**src/rtl/pc_npc_pkg.sv**
```systemverilog
// Shared types and constants for the PC/nPC sequencer.
// Holds the address width, instruction size and FSM state encoding.
package pc_npc_pkg;

    localparam int ADDR_W      = 32;
    localparam int INSTR_BYTES = 4;

    typedef logic [ADDR_W-1:0] addr_t;

    typedef enum logic [1:0] {
        INIT,
        RUN,
        ANNUL,
        TRAP
    } seq_state_t;

endpackage

```
**src/rtl/pc_npc_sequencer_if.sv**
```systemverilog
// Control-unit <-> sequencer bundle.
// master: control unit (drives Step, Branch_Taken, Annul, Target, Trap_Req,
//         Trap_Vector, nPC); slave: sequencer (drives PC_In, nPC_In,
//         PC_Load, nPC_Load, Instr_Valid, Trap_Ack, Busy [, Align_Fault]).
// Align_Fault exists only when NPC_SEQ_ALIGN_CHECK_EN is defined.
interface pc_npc_sequencer_if;
    import pc_npc_pkg::*;

    logic  Step;
    logic  Branch_Taken;
    logic  Annul;
    addr_t Target;
    logic  Trap_Req;
    addr_t Trap_Vector;
    addr_t nPC;

    addr_t PC_In;
    addr_t nPC_In;
    logic  PC_Load;
    logic  nPC_Load;
    logic  Instr_Valid;
    logic  Trap_Ack;
    logic  Busy;
`ifdef NPC_SEQ_ALIGN_CHECK_EN
    logic  Align_Fault;
`endif

    modport master (
        output Step, Branch_Taken, Annul, Target,
        output Trap_Req, Trap_Vector, nPC,
        input  PC_In, nPC_In, PC_Load, nPC_Load,
        input  Instr_Valid, Trap_Ack, Busy
`ifdef NPC_SEQ_ALIGN_CHECK_EN
        , input Align_Fault
`endif
    );

    modport slave (
        input  Step, Branch_Taken, Annul, Target,
        input  Trap_Req, Trap_Vector, nPC,
        output PC_In, nPC_In, PC_Load, nPC_Load,
        output Instr_Valid, Trap_Ack, Busy
`ifdef NPC_SEQ_ALIGN_CHECK_EN
        , output Align_Fault
`endif
    );

endinterface

```
**src/rtl/npc_next_sel.sv**
```systemverilog
// Combinational next-PC/nPC selection: nPC+4, branch Target or trap vector.
// Ports: npc, target, trap_vector, take_branch, take_trap in; pc_next,
// npc_next out; align_bad out only with NPC_SEQ_ALIGN_CHECK_EN.
module npc_next_sel
    import pc_npc_pkg::*;
(
    input  addr_t npc,
    input  addr_t target,
    input  addr_t trap_vector,
    input  logic  take_branch,
    input  logic  take_trap,
`ifdef NPC_SEQ_ALIGN_CHECK_EN
    output logic  align_bad,
`endif
    output addr_t pc_next,
    output addr_t npc_next
);

    localparam addr_t STEP = addr_t'(INSTR_BYTES);

    // Adders wrap modulo 2^32 by width.
    always_comb begin
        pc_next  = npc;
        npc_next = npc + STEP;
        if (take_trap) begin
            pc_next  = trap_vector;
            npc_next = trap_vector + STEP;
        end else if (take_branch) begin
            npc_next = target;
        end
    end

`ifdef NPC_SEQ_ALIGN_CHECK_EN
    assign align_bad = take_branch && (target[1:0] != 2'b00);
`endif

endmodule

```
**src/rtl/pc_npc_sequencer.sv**
```systemverilog
// PC/nPC sequencer: INIT/RUN/ANNUL/TRAP FSM, all outputs registered on
// the falling edge of Clock with synchronous active-low Reset_n.
// Ports: Clock, Reset_n, bus (pc_npc_sequencer_if.slave).
// Optional NPC_SEQ_ALIGN_CHECK_EN: misaligned taken Target traps and
// raises Align_Fault for one cycle.
module pc_npc_sequencer
    import pc_npc_pkg::*;
#(
    parameter addr_t RESET_VECTOR = 32'h0000_0000
) (
    input  logic                Clock,
    input  logic                Reset_n,
    pc_npc_sequencer_if.slave   bus
);

    seq_state_t state_q, state_d;
    addr_t      pc_q, pc_d;
    addr_t      npc_q, npc_d;
    logic       pcl_q, pcl_d;
    logic       npcl_q, npcl_d;
    logic       iv_q, iv_d;
    logic       ack_q, ack_d;
    logic       busy_q, busy_d;

    logic       active;
    logic       take_branch;
    logic       trap_go;
    logic       step_go;
    addr_t      sel_pc;
    addr_t      sel_npc;

    assign active      = (state_q == RUN) || (state_q == ANNUL);
    assign take_branch = active && bus.Step && bus.Branch_Taken;

`ifdef NPC_SEQ_ALIGN_CHECK_EN
    logic align_bad;
    logic align_q, align_d;
    assign trap_go = active && (bus.Trap_Req || align_bad);
`else
    assign trap_go = active && bus.Trap_Req;
`endif

    // A trap wins over a Step in the same cycle; the Step is dropped.
    assign step_go = active && bus.Step && !trap_go;

    npc_next_sel u_sel (
        .npc         (bus.nPC),
        .target      (bus.Target),
        .trap_vector (bus.Trap_Vector),
        .take_branch (take_branch),
        .take_trap   (trap_go),
`ifdef NPC_SEQ_ALIGN_CHECK_EN
        .align_bad   (align_bad),
`endif
        .pc_next     (sel_pc),
        .npc_next    (sel_npc)
    );

    always_comb begin
        state_d = state_q;
        pc_d    = pc_q;
        npc_d   = npc_q;
        pcl_d   = 1'b0;
        npcl_d  = 1'b0;
        iv_d    = 1'b0;
        ack_d   = 1'b0;
        busy_d  = 1'b0;
`ifdef NPC_SEQ_ALIGN_CHECK_EN
        align_d = 1'b0;
`endif
        unique case (state_q)
            INIT: begin
                pc_d    = RESET_VECTOR;
                npc_d   = RESET_VECTOR + addr_t'(INSTR_BYTES);
                pcl_d   = 1'b1;
                npcl_d  = 1'b1;
                iv_d    = 1'b1;
                state_d = RUN;
            end
            RUN, ANNUL: begin
                if (trap_go) begin
                    pc_d    = sel_pc;
                    npc_d   = sel_npc;
                    pcl_d   = 1'b1;
                    npcl_d  = 1'b1;
                    iv_d    = 1'b1;
                    ack_d   = 1'b1;
                    busy_d  = 1'b1;
                    state_d = TRAP;
`ifdef NPC_SEQ_ALIGN_CHECK_EN
                    align_d = align_bad;
`endif
                end else if (step_go) begin
                    pc_d   = sel_pc;
                    npc_d  = sel_npc;
                    pcl_d  = 1'b1;
                    npcl_d = 1'b1;
                    // Annul only matters when issued from RUN; the
                    // step out of ANNUL always executes.
                    if (state_q == RUN && bus.Annul) begin
                        iv_d    = 1'b0;
                        state_d = ANNUL;
                    end else begin
                        iv_d    = 1'b1;
                        state_d = RUN;
                    end
                end
            end
            TRAP: begin
                state_d = RUN;
            end
            default: begin
                state_d = INIT;
                busy_d  = 1'b1;
            end
        endcase
    end

    always_ff @(negedge Clock) begin
        if (!Reset_n) begin
            state_q <= INIT;
            pc_q    <= '0;
            npc_q   <= '0;
            pcl_q   <= 1'b0;
            npcl_q  <= 1'b0;
            iv_q    <= 1'b0;
            ack_q   <= 1'b0;
            busy_q  <= 1'b1;
`ifdef NPC_SEQ_ALIGN_CHECK_EN
            align_q <= 1'b0;
`endif
        end else begin
            state_q <= state_d;
            pc_q    <= pc_d;
            npc_q   <= npc_d;
            pcl_q   <= pcl_d;
            npcl_q  <= npcl_d;
            iv_q    <= iv_d;
            ack_q   <= ack_d;
            busy_q  <= busy_d;
`ifdef NPC_SEQ_ALIGN_CHECK_EN
            align_q <= align_d;
`endif
        end
    end

    assign bus.PC_In       = pc_q;
    assign bus.nPC_In      = npc_q;
    assign bus.PC_Load     = pcl_q;
    assign bus.nPC_Load    = npcl_q;
    assign bus.Instr_Valid = iv_q;
    assign bus.Trap_Ack    = ack_q;
    assign bus.Busy        = busy_q;
`ifdef NPC_SEQ_ALIGN_CHECK_EN
    assign bus.Align_Fault = align_q;
`endif

endmodule

```
**src/flat_wrapper.sv**
```systemverilog
// flat-port wrapper written by rule: the top's interface ports become plain ports
module pc_npc_sequencer_flat import pc_npc_pkg::*;
#(
    parameter addr_t RESET_VECTOR = 32'h0000_0000
)
  (Clock, Reset_n, bus_Step, bus_Branch_Taken, bus_Annul, bus_Target, bus_Trap_Req, bus_Trap_Vector, bus_nPC, bus_PC_In, bus_nPC_In, bus_PC_Load, bus_nPC_Load, bus_Instr_Valid, bus_Trap_Ack, bus_Busy);
  pc_npc_sequencer_if bus_i ();
  input  logic Clock;
  input  logic Reset_n;
  input wire logic [$bits(bus_i.Step)-1:0] bus_Step;
  input wire logic [$bits(bus_i.Branch_Taken)-1:0] bus_Branch_Taken;
  input wire logic [$bits(bus_i.Annul)-1:0] bus_Annul;
  input wire logic [$bits(bus_i.Target)-1:0] bus_Target;
  input wire logic [$bits(bus_i.Trap_Req)-1:0] bus_Trap_Req;
  input wire logic [$bits(bus_i.Trap_Vector)-1:0] bus_Trap_Vector;
  input wire logic [$bits(bus_i.nPC)-1:0] bus_nPC;
  output wire logic [$bits(bus_i.PC_In)-1:0] bus_PC_In;
  output wire logic [$bits(bus_i.nPC_In)-1:0] bus_nPC_In;
  output wire logic [$bits(bus_i.PC_Load)-1:0] bus_PC_Load;
  output wire logic [$bits(bus_i.nPC_Load)-1:0] bus_nPC_Load;
  output wire logic [$bits(bus_i.Instr_Valid)-1:0] bus_Instr_Valid;
  output wire logic [$bits(bus_i.Trap_Ack)-1:0] bus_Trap_Ack;
  output wire logic [$bits(bus_i.Busy)-1:0] bus_Busy;
  assign bus_i.Step = bus_Step;
  assign bus_i.Branch_Taken = bus_Branch_Taken;
  assign bus_i.Annul = bus_Annul;
  assign bus_i.Target = bus_Target;
  assign bus_i.Trap_Req = bus_Trap_Req;
  assign bus_i.Trap_Vector = bus_Trap_Vector;
  assign bus_i.nPC = bus_nPC;
  assign bus_PC_In = bus_i.PC_In;
  assign bus_nPC_In = bus_i.nPC_In;
  assign bus_PC_Load = bus_i.PC_Load;
  assign bus_nPC_Load = bus_i.nPC_Load;
  assign bus_Instr_Valid = bus_i.Instr_Valid;
  assign bus_Trap_Ack = bus_i.Trap_Ack;
  assign bus_Busy = bus_i.Busy;
  pc_npc_sequencer #(.RESET_VECTOR(RESET_VECTOR)) u_core (.Clock(Clock), .Reset_n(Reset_n), .bus(bus_i));
endmodule
```
**config.mk**
```make
export PLATFORM = sky130hd
export DESIGN_NAME = pc_npc_sequencer_flat
export DESIGN_NICKNAME = d
export VERILOG_FILES = /design/src/rtl/pc_npc_pkg.sv /design/src/rtl/pc_npc_sequencer_if.sv /design/src/rtl/npc_next_sel.sv /design/src/rtl/pc_npc_sequencer.sv /design/src/flat_wrapper.sv
export SDC_FILE = /design/constraint.sdc
export NUM_CORES = 1
export LEC_CHECK = 0
export BUFFER_PORTS_ARGS = -buffer_cell sky130_fd_sc_hd__buf_2
export CORE_AREA = 2 2 104 106
export CTS_CLUSTER_SIZE = 8
export DETAILED_ROUTE_END_ITERATION = 8
export DIE_AREA = 0 0 106 108
export GPL_ROUTABILITY_DRIVEN = 0
export HOLD_SLACK_MARGIN = 0.12
export PLACE_DENSITY = 0.77
export SLEW_MARGIN = 0
export SYNTH_ARGS = -nofsm -noshare
export SYNTH_HDL_FRONTEND = slang
export SYNTH_SLANG_ARGS = --single-unit
```
**constraint.sdc**
```tcl
create_clock -name Clock -period 2.2 [get_ports Clock]
set_clock_uncertainty 0.15 [all_clocks]
set_input_delay 0.44 -clock Clock [delete_from_list [all_inputs] [get_ports Clock]]
set_output_delay 0.44 -clock Clock [all_outputs]
set_load 0.05 [all_outputs]
```
==> flow_metrics.env, run 1 <==
export IMPL_lastStage="global routing (5_1_grt)"
export IMPL_grt_start_max_net_pins=40
export IMPL_synth_distinct_cells=60
export IMPL_first_error="[ERROR DPL-0038] Utilization greater than 100%, impossible to legalize"
export IMPL_cts_root_buf="clkbuf_8"
export IMPL_hpwl_um=15700
export IMPL_syn_inst=625
export IMPL_place_area_um2=7210
export IMPL_io_pins=171
export IMPL_cts_sinks=70
export IMPL_synth_most_common_cell="nand2_1"
export IMPL_initial_core_util=0.458
export IMPL_synthTopCellsByArea="dfxtp_1, nand3_1, mux2_2"
export IMPL_cts_hold_buffers=0
export IMPL_die_x_um=106
export IMPL_crit_endpoint="u_core.bus.nPC_In[31]$_SDFFE_NN0P_/D"
export IMPL_ys_warn_count=0
export IMPL_outcome="aborted with a tool error"
export IMPL_endpoint_type="register input"
export IMPL_ys_top_cells_by_count="nand2_1, dfxtp_1, nand3_1"
export IMPL_fp_dieH_um=108
export IMPL_cts_max_level=3
export IMPL_synth_flop_cell="dfxtp_1"
export IMPL_synth_nets=732
export IMPL_clock_path_buffers=2
export IMPL_synth_top_area_frac=0.299
export IMPL_place_inst=1059
export IMPL_post_synth_top_area_cell="dfxtp_1"
export IMPL_port_buffers=170
export IMPL_synth_edff_count=0
export IMPL_avgSynthCellArea_um2=7.49
export IMPL_ys_seq_area_frac=0.299
export IMPL_synthArstFlopShare=0
export IMPL_cts_buffers=9
export IMPL_syn_area_um2=4680
export IMPL_synth_seq_cells=70
export IMPL_rows=37
==> cells by family after synthesis <==
| logic type | after synthesis | share of synthesized area |
|---|---|---|
| AO/OA/AOI/OAI | 161 | 0.220 |
| XOR/XNOR | 27 | 0.0505 |
| adder cells (fa/ha/maj) | 5 | 0.0134 |
| buffers and inverters | 60 | 0.0497 |
| flip-flops | 70 | 0.299 |
| multiplexers | 32 | 0.0756 |
| AND/OR/NAND/NOR | 270 | 0.292 |
==> what timing repair did <==
action	in CTS
endpoints found under the setup margin	135
endpoints found under the hold margin	0
resized for setup	425
setup buffers	40
pin swaps	122
gates cloned	10
==> stage by stage <==
step	worst slack, ns	utilization
after global placement	-1.03	0.705
after detailed placement	-1.09	0.705
after floorplan	-0.891	-
after CTS	-0.624	0.959
==> run 2, diff against run 1 <==
--- a/config.mk
+++ b/config.mk
@@ -6,13 +6,11 @@
 export NUM_CORES = 1
 export LEC_CHECK = 0
 export BUFFER_PORTS_ARGS = -buffer_cell sky130_fd_sc_hd__buf_2
-export CORE_AREA = 2 2 104 106
-export CTS_CLUSTER_SIZE = 8
+export CORE_AREA = 2 2 112 114
 export DETAILED_ROUTE_END_ITERATION = 8
-export DIE_AREA = 0 0 106 108
+export DIE_AREA = 0 0 114 116
 export GPL_ROUTABILITY_DRIVEN = 0
-export HOLD_SLACK_MARGIN = 0.12
-export PLACE_DENSITY = 0.77
+export PLACE_DENSITY_LB_ADDON = 0.15
 export SLEW_MARGIN = 0
 export SYNTH_ARGS = -nofsm -noshare
 export SYNTH_HDL_FRONTEND = slang
==> constraint.sdc (replaced) <==
create_clock -name Clock -period 2.9 [get_ports Clock]
set_clock_uncertainty 0.15 [all_clocks]
set_input_delay 0.58 -clock Clock [delete_from_list [all_inputs] [get_ports Clock]]
set_output_delay 0.58 -clock Clock [all_outputs]
set_load 0.05 [all_outputs]
==> run 2 against run 1 <==
  * The flow now finishes, with violations (negative setup slack)
  * Synthesized cell count unchanged
  * Synthesized area unchanged
==> flow_metrics.env, run 2 <==
export IMPL_arrival_ns=2.10
export IMPL_antenna_cells=0
export IMPL_crit_family="simple AND/OR/NAND/NOR gates"
export IMPL_place_area_um2=7040
export IMPL_utilization=0.867
export IMPL_powerDensity_nw_per_um2=451
export IMPL_cts_max_level=3
export IMPL_synth_most_common_cell="nand2_1"
export IMPL_vias=7938
export IMPL_grt_pass1_vias=7453
export IMPL_nNetsFinal=1147
export IMPL_ys_warn_count=0
export IMPL_final_hold_viol_count=0
export IMPL_cts_root_buf="clkbuf_16"
export IMPL_ys_seq_area_frac=0.299
export IMPL_hold_slack_ns=0.306
export IMPL_crit_fanout=7
export IMPL_core_area_um2=11900
export IMPL_cp_cell_sequence="buf_6 -> nand4_1 -> nor4_1 -> buf_4 -> nand2_1 -> xor2_1 -> o311ai_1"
export IMPL_fp_dieH_um=116
export IMPL_irDropWorstVdd_mv=0.673
export IMPL_final_antenna_net_count=0
export IMPL_synthTopCellsByArea="dfxtp_1, nand3_1, mux2_2"
export IMPL_worst_pin_slew_ns=0.735
export IMPL_layout_cells_most_common="buf_4"
export IMPL_synth_flop_cell="dfxtp_1"
export IMPL_stdcell_area_um2=10300
export IMPL_setup_tns_ns=-25.57
export IMPL_insertion_delay_ns=0.42
export IMPL_syn_area_um2=4680
export IMPL_grt_usage=0.381
export IMPL_slowest_delay_ns=0.50
export IMPL_first_pass_iters=9
export IMPL_clk_pin_slew_ns=0.04
export IMPL_grt_start_max_net_pins=40
export IMPL_synth_seq_cells=70
export IMPL_finalSetupViolCount=133
export IMPL_cts_tree="yes"
export IMPL_port_buffers=170
export IMPL_final_cell_mix="buf_4, inv_1, buf_8, buf_2, buf_6"
export IMPL_drv_slew=0
export IMPL_synthArstFlopShare=0
export IMPL_routed_via_density=6.66
export IMPL_slew_headroom=0.510
export IMPL_grt_overflow_total=0
export IMPL_p_total_mw=4.66
export IMPL_outcome="finished with violations"
export IMPL_initial_core_util=0.393
export IMPL_hpwl_um=16000
export IMPL_violations="negative setup slack"
export IMPL_criticalPathCategory="in -> reg"
export IMPL_wire_per_inst_um=26.0
export IMPL_syn_inst=625
export IMPL_wl_um=31100
export IMPL_pre_cts_slack_ns=-0.886
export IMPL_post_synth_top_area_cell="dfxtp_1"
export IMPL_fillers=527
export IMPL_ys_top_cells_by_count="nand2_1, dfxtp_1, nand3_1"
export IMPL_io_pins=171
export IMPL_post_route_drc_count=0
export IMPL_clock_path_buffers=2
export IMPL_synth_top_area_frac=0.299
export IMPL_crit_path_top_delay_cell="nor4_1"
export IMPL_grt_setup_unrepaired="true"
export IMPL_syn2layout_area_growth_pct=121
export IMPL_layout_cells_non_filler=1192
export IMPL_cts_sinks=70
export IMPL_required_ns=1.57
export IMPL_max_cap_viol_count=0
export IMPL_startpoint_type="input pin"
export IMPL_path_buf_inv=2
export IMPL_fin_ws_ns=-0.532
export IMPL_synth_distinct_cells=60
export IMPL_synth_edff_count=0
export IMPL_place_inst=1059
export IMPL_grt_antenna_before_repair=0
export IMPL_power_leakage_nw=4.76
export IMPL_endpoint_kind="flop"
export IMPL_die_x_um=114
export IMPL_hold_path_class="reg -> reg"
export IMPL_synth_nets=732
export IMPL_avgSynthCellArea_um2=7.49
export IMPL_dieArea_um2=13200
export IMPL_layout_drive_gt1_share=0.657
export IMPL_rows=40
export IMPL_grt_pass1_wl_um=38800
export IMPL_drtIter0Drc=1067
export IMPL_cts_buffers=9
## run 2: cell counts after synthesis
No cell type changed its count.
## run 2: logic make-up after synthesis
logic type      synth area share
compound gates             0.220
xor+xnor                  0.0505
fa+ha+maj                 0.0134
buf+inv                   0.0497
flops                      0.299
mux                       0.0756
simple gates               0.292
## run 2: path summary, 6_finish.rpt
| kind | start | cells past startpoint | to | slack, ns |
|---|---|---|---|---|
| hold / removal | u_core.bus.nPC_In[8] | 2 | u_core.bus.nPC_In[8] | 0.31 |
| setup reg to reg | u_core.state_q[0] | 8 | u_core.bus.nPC_In[26] | 0.01 |
| setup / recovery | bus_Trap_Vector[7] | 7 | u_core.bus.nPC_In[19] | -0.53 |
| hold reg to reg | u_core.bus.nPC_In[8] | 2 | u_core.bus.nPC_In[8] | 0.31 |
## run 2: per-layer routing
layer,track usage,up-vias,wire (um)
met4,0.228,0,2730
met5,0,-,0
met2,0.617,803,13800
met3,0.131,302,3950
met1,0.437,3674,10600
li1,-,3159,-
## run 2: timing repair
action	in CTS	in global routing
resized for setup	433	204
setup buffers	26	22
pin swaps	86	82
setup endpoints to repair	125	135
hold buffers	0	0
gates cloned	7	0
## run 2: layout make-up
type,instances,area [um^2],share of cell area
Clock inverter,77,359,0.0348
Clock buffer,9,225,0.0218
Sequential cell,70,1530,0.148
Timing Repair Buffer,382,3650,0.353
Tap cell,147,184,0.0178
Inverter,11,45.0,0.00436
Multi-Input combinational cell,496,4340,0.420
## run 2: worst min-delay path, cell delays in order, from the launching register on
cell and delay, ns:
dfxtp_2 0.31, nand2_1 0.05, o21ai_1 0.05
## run 2: where the power goes
part | leakage (nW) | internal (mW) | switching, mW
Clock | 0.525 | 0.889 | 0.902
Combinational | 3.63 | 0.741 | 0.985
Sequential | 0.606 | 1.05 | 0.0842
Total | 4.76 | 2.68 | 1.97
(Power assumes the default switching activity.)
